$ cat config.mk
export PLATFORM = sky130hd
export DESIGN_NAME = iir_band_scan
export DESIGN_NICKNAME = d
export VERILOG_FILES = /design/src/rtl/iir_scan_pkg.sv /design/src/rtl/peak_abs_tracker.sv /design/src/rtl/iir_band_scan.sv
export SDC_FILE = /design/constraint.sdc
export NUM_CORES = 1
export LEC_CHECK = 0
export BUFFER_PORTS_ARGS = -buffer_cell sky130_fd_sc_hd__clkbuf_2
export CORE_MARGIN = 2
export CORE_UTILIZATION = 40
export DETAILED_ROUTE_END_ITERATION = 8
export PLACE_DENSITY = 0.68
export SLEW_MARGIN = 20
export SYNTH_ARGS = -nofsm -noshare
export SYNTH_HDL_FRONTEND = slang
export SYNTH_SLANG_ARGS = --single-unit
$ cat constraint.sdc
create_clock -name clk -period 3.1 [get_ports clk]
set_input_delay 0 -clock clk [delete_from_list [all_inputs] [get_ports clk]]
set_output_delay 0 -clock clk [all_outputs]
set_load 0.005 [all_outputs]
$ cat src/rtl/iir_scan_pkg.sv
// iir_scan_pkg: shared state encoding, widths and saturating magnitude for the band scanner
package iir_scan_pkg;
  localparam int BAND_W = 5;
  localparam int SAMPLE_W = 20;
  typedef enum logic [2:0] {IDLE, SETTLE, MEASURE, COMPARE, DONE} scan_state_e;
  function automatic logic [SAMPLE_W-1:0] abs_sat(input logic signed [SAMPLE_W-1:0] x);
    logic [SAMPLE_W-1:0] n;
    n = -x;
    return (x == {1'b1, {(SAMPLE_W-1){1'b0}}}) ? {1'b0, {(SAMPLE_W-1){1'b1}}} : (x[SAMPLE_W-1] ? n : x);
  endfunction
endpackage

$ cat src/rtl/peak_abs_tracker.sv
// peak_abs_tracker: running maximum of saturated |din| over en-qualified samples
module peak_abs_tracker
  import iir_scan_pkg::*;
#(
  parameter int W = SAMPLE_W
) (
  input  logic         clk,
  input  logic         rst_n,
  input  logic         clr,
  input  logic         en,
  input  logic [W-1:0] din,
  output logic [W-1:0] peak
);
  logic [W-1:0] mag;
  assign mag = abs_sat(din);
  always_ff @(posedge clk or negedge rst_n)
    if (!rst_n) peak <= '0;
    else if (clr) peak <= '0;
    else if (en && mag > peak) peak <= mag;
endmodule

$ cat src/rtl/iir_band_scan.sv
// iir_band_scan: sweeps filter bands, measures peak magnitude per band and parks on the loudest
module iir_band_scan
  import iir_scan_pkg::*;
#(
  parameter int W        = SAMPLE_W,
  parameter int NBANDS   = 20,
  parameter int SETTLE_N = 256,
  parameter int WIN_N    = 1024
) (
  input  logic              clk,
  input  logic              rst_n,
  input  logic              en,
  input  logic [W-1:0]      din,
  input  logic              start,
  output logic [31:0]       index,
  output logic              busy,
  output logic              done,
  output logic              band_valid,
  output logic [BAND_W-1:0] band_id,
  output logic [W-1:0]      band_amp,
  output logic [BAND_W-1:0] best_index,
  output logic [W-1:0]      best_amp
);
  localparam int CNT_W = $clog2((SETTLE_N > WIN_N ? SETTLE_N : WIN_N) + 1);
  localparam logic [CNT_W-1:0] SET_LAST = CNT_W'(SETTLE_N - 1);
  localparam logic [CNT_W-1:0] WIN_LAST = CNT_W'(WIN_N - 1);
  localparam logic [BAND_W-1:0] LAST_BAND = BAND_W'(NBANDS - 1);
  scan_state_e state, nxt;
  logic [CNT_W-1:0] cnt;
  logic [BAND_W-1:0] band;
  logic [W-1:0] peak;
  logic set_end, win_end, counting;
  assign counting = state == SETTLE || state == MEASURE;
  assign set_end  = state == SETTLE && en && cnt == SET_LAST;
  assign win_end  = state == MEASURE && en && cnt == WIN_LAST;
  always_comb begin
    nxt = state;
    case (state)
      IDLE:    nxt = start ? SETTLE : IDLE;
      SETTLE:  nxt = set_end ? MEASURE : SETTLE;
      MEASURE: nxt = win_end ? COMPARE : MEASURE;
      COMPARE: nxt = band == LAST_BAND ? DONE : SETTLE;
      default: nxt = IDLE;
    endcase
  end
  always_ff @(posedge clk or negedge rst_n)
    if (!rst_n) state <= IDLE;
    else state <= nxt;
  always_ff @(posedge clk or negedge rst_n)
    if (!rst_n) begin
      cnt        <= '0;
      band       <= '0;
      best_index <= '0;
      best_amp   <= '0;
    end else begin
      cnt <= (!counting || set_end || win_end) ? '0 : cnt + CNT_W'(en);
      if (state == IDLE && start) begin
        band       <= '0;
        best_index <= '0;
        best_amp   <= '0;
      end
      // strict compare: an equal later peak leaves the lower band as winner
      if (state == COMPARE) begin
        if (peak > best_amp) begin
          best_index <= band;
          best_amp   <= peak;
        end
        if (band != LAST_BAND) band <= band + 1'b1;
      end
      if (state == DONE) band <= best_index;
    end
  peak_abs_tracker #(.W(W)) u_peak (
    .clk  (clk),
    .rst_n(rst_n),
    .clr  (set_end),
    .en   (en && state == MEASURE),
    .din  (din),
    .peak (peak)
  );
  assign index      = 32'(band);
  assign busy       = counting || state == COMPARE;
  assign done       = state == DONE;
  assign band_valid = state == COMPARE;
  assign band_id    = band;
  assign band_amp   = peak;
endmodule
==> run summary <==
Die X -> 111 µm
Full die area -> 12300 µm²
CP Max Fanout -> 8
Gr usage total -> 19.1%
Post-synthesis compound-gate area fraction -> 14.0%
# diodes -> 0
Yosys top cell by area -> dfrtp_1
Multiplexer share of the synthesized area -> 5.72%
Measured slew at the worst slew-check pin -> 0.866 ns
Post-synthesis adder-cell area fraction -> 12.0%
Most common cell in the synthesized netlist -> dfrtp_1
Count of cell types in the netlist -> 56
Vias in the first global route -> 3848
Top Usage Layer GRT -> met2
Tcrit/Tclk final -> 97.1%
XOR/XNOR Fraction of Synth Area -> 4.22%
H-tree Lvls -> 3
VDD IR-drop max -> 227 µV
# fillers -> 1027
CTS tree -> built
CTS Buf Count -> 9
Largest family of logic cells by synthesized area -> simple AND/OR/NAND/NOR gates
DR pass1 iterations -> 4
Max transition margin -> 40.8%
Worst setup SP type -> input port
Top cells by count, synth -> dfrtp_1 (64), inv_1 (54), nand2_1 (47)
CTS Root Cell -> clkbuf_16
Internal power -> 0.00171 W
Clock Power Share -> 47.3%
Register bit count reported by yosys -> 64
Post-Synthesis Cells -> 499
RSZ-0062 raised after global routing -> true
M1 GR Usage -> 24.3%
Via-to-Cell Ratio -> 5.17
Syn_area_per_cell -> 9.16 µm²
Largest net degree at the start of global routing -> 32
Grt met3 use -> 4.21%
Pre-CTS setup slack -> -0.317 ns
Per-cell routed wire length -> 15.3 µm
Residual DRC -> 0
Post-route antenna net violation count -> 0
Post-synthesis simple-gate area fraction -> 16.8%
Status -> completed
Via count -> 3952
Placed Cells -> 745
Routed WL -> 11.7 mm
Clk_skew -> 0.00535 ns
Achievable Freq -> 332 MHz
CTS clock-pin slew for the worst setup and hold paths -> 0.05 ns
Final WS setup -> 0.0887 ns
Fraction of layout cells with a size suffix above 1 -> 30.5%
Worst min path class -> in2reg
Top_reg_cell synth -> dfrtp_1
Crit path kind -> in2reg
Sw frac -> 25.9%
CP required -> 3.31 ns
Final hold vios -> 0
GRT Residual Overflow -> 0
Rows -> 39
Arrival time at the worst endpoint -> 3.22 ns
P per Cell Area -> 401 nW/µm²
Fin cells -> 765
Final setup viols -> 0
Routing usage on met2 -> 31.9%
Critical path capture point type -> flop
Max-slew violations -> 0
Initial antenna violation count -> 0
Yosys top cell area share -> 35.0%
Routability cong. -> 0.851
Post-synthesis cell area -> 4570 µm²
Max Root-Sink Buffers -> 2
Sink Count -> 64
Gate power share -> 13.8%
Min Tclk post-route -> 3.01 ns
Starting Density -> 40.5%
Sequential share of power -> 38.9%
Net Switching -> 0.000599 W
Synth area leaders -> dfrtp_1 (35%), ha_1 (12%), buf_4 (5.6%), mux2i_1 (5.5%), inv_1 (4.4%)
Sequential cell area fraction in the yosys report -> 35.0%
PortBufs -> 81
Leakage -> 2.79 nW
YS warnings -> 0
Asr flop ratio synth -> 100%
Core Box Area -> 11300 µm²
1st-iter DRT viols -> 205
Die H -> 111 µm
Worst-Skew Late Latency -> 0.33 ns
P&R area growth vs syn -> 26.2%
Number of flops mapped to enable cells by yosys -> 0
Max Cap Viol -> 0
Half-perimeter wire length after placement -> 9.10 mm
# IOs -> 109
Global-route wire length before repair -> 19.0 mm
NumNets Final -> 685
-- sequential cells by signal (all words and copies together), names as in the netlist --
name and flops:
state 3, band_id 5, cnt 11, best_index 5, u_peak.peak 20, best_amp 20
-- power by group through the flow --
stage	Clock (W)	Sequential, W	Combinational [W]
finish	0.00109	0.000899	0.000320
global route	0.00116	0.000904	0.000366
CTS	0.00111	0.000898	0.000309
detailed placement	0	0.000913	0.000305
global placement	0	0.000910	0.000296
floorplan	0	0.000905	0.000214
-- critical path: stages --
cell and delay [ns]:
clkbuf_2 0.09, or4_4 0.54, or4_4 0.51, o21a_1 0.18, or2_2 0.28, and2_1 0.15
ha_1 0.26, nand4_1 0.12, nor2_2 0.20, nand3_1 0.11, and3_4 0.21, and2_4 0.16
buf_4 0.16, a32o_1 0.26
-- final timing paths --
path / from / end / slack (ns) / depth (start not counted)
worst max-delay path: din[10] / u_peak.peak[16] / 0.09 / 14
worst min-delay path: din[16] / u_peak.peak[16] / 0.1 / 3
worst max register to register: u_peak.peak[19] / best_amp[9] / 0.50 / 8
worst min register to register: cnt[7] / cnt[7] / 0.55 / 2
max in group asynchronous: rst_n / u_peak.peak[13] / 2.01 / 3
min in group asynchronous: rst_n / u_peak.peak[1] / 0.30 / 2
-- repair_timing --
item / in CTS / in global routing
resized for setup: 1 / 19
pin swaps: 0 / 4
hold endpoints to repair: 29 / 0
buffers inserted: 0 / 3
hold buffers: 1 / 0
endpoints found under the setup margin: 4 / 20
-- placed cells by master (no fill, tap or decap), drive strengths merged, types with 4 or more instances in the layout --
master | synthesis | final
a21oi | 21 | 21
mux2i | 25 | 25
inv | 54 | 55
clkbuf | 8 | 90
nor2 | 33 | 33
nand4 | 9 | 9
nand2 | 57 | 57
a211oi | 4 | 4
o31ai | 5 | 5
dfrtp | 64 | 64
nand3 | 20 | 20
xnor2 | 6 | 6
conb | 1 | 27
xor2 | 16 | 16
a21o | 5 | 5
and2 | 4 | 4
and3 | 5 | 5
a22o | 19 | 19
buf | 40 | 47
o21ai | 14 | 14
ha | 44 | 44
-- cell type report --
cell class                 count  area [µm²]  share of cell area, %
inverter                      54         203                   3.52
tap                          143         179                   3.10
clock inverter                 7        95.1                   1.65
timing repair buffer         129         796                   13.8
clock buffer                   9         225                   3.91
sequential                    64        1600                   27.8
multi-input combinational    359        2670                   46.2
-- logic make-up (layout without fill, tap and decap cells) --
group                      after synthesis  after routing
AOI/OAI and AO/OA                       88             88
buffers and inverters                  102            199
xor gates and xnor gates                22             22
adders and majority gates               44             44
DFF                                     64             64
muxes                                   26             26
and+or+nand+nor                        152            152
other                                    1             27
-- through the flow --
step | setup TNS, ns | hold WS [ns] | instance area (µm²) | power [W] | util, %
floorplan | -0.758 | -0.296 | 4740 | 0.00112 | -
global placement | -5.62 | 0.126 | 5330 | 0.00121 | 47.3
detailed placement | -5.82 | 0.139 | 5330 | 0.00122 | 47.3
CTS | 0 | 0.0697 | 5660 | 0.00232 | 50.2
global route | -1.05 | 0.109 | 5770 | 0.00243 | 51.1
finish | 0 | 0.0956 | 5770 | 0.00231 | 51.1
-- routing by layer --
| metal | vias to the layer above | wire [µm] |
|---|---|---|
| met5 | - | 0 |
| met4 | 0 | 202 |
| met1 | 1905 | 5170 |
| met2 | 121 | 5680 |
| li1 | 1906 | - |
| met3 | 20 | 633 |
Note: power is estimated with default switching activity, not from simulation.
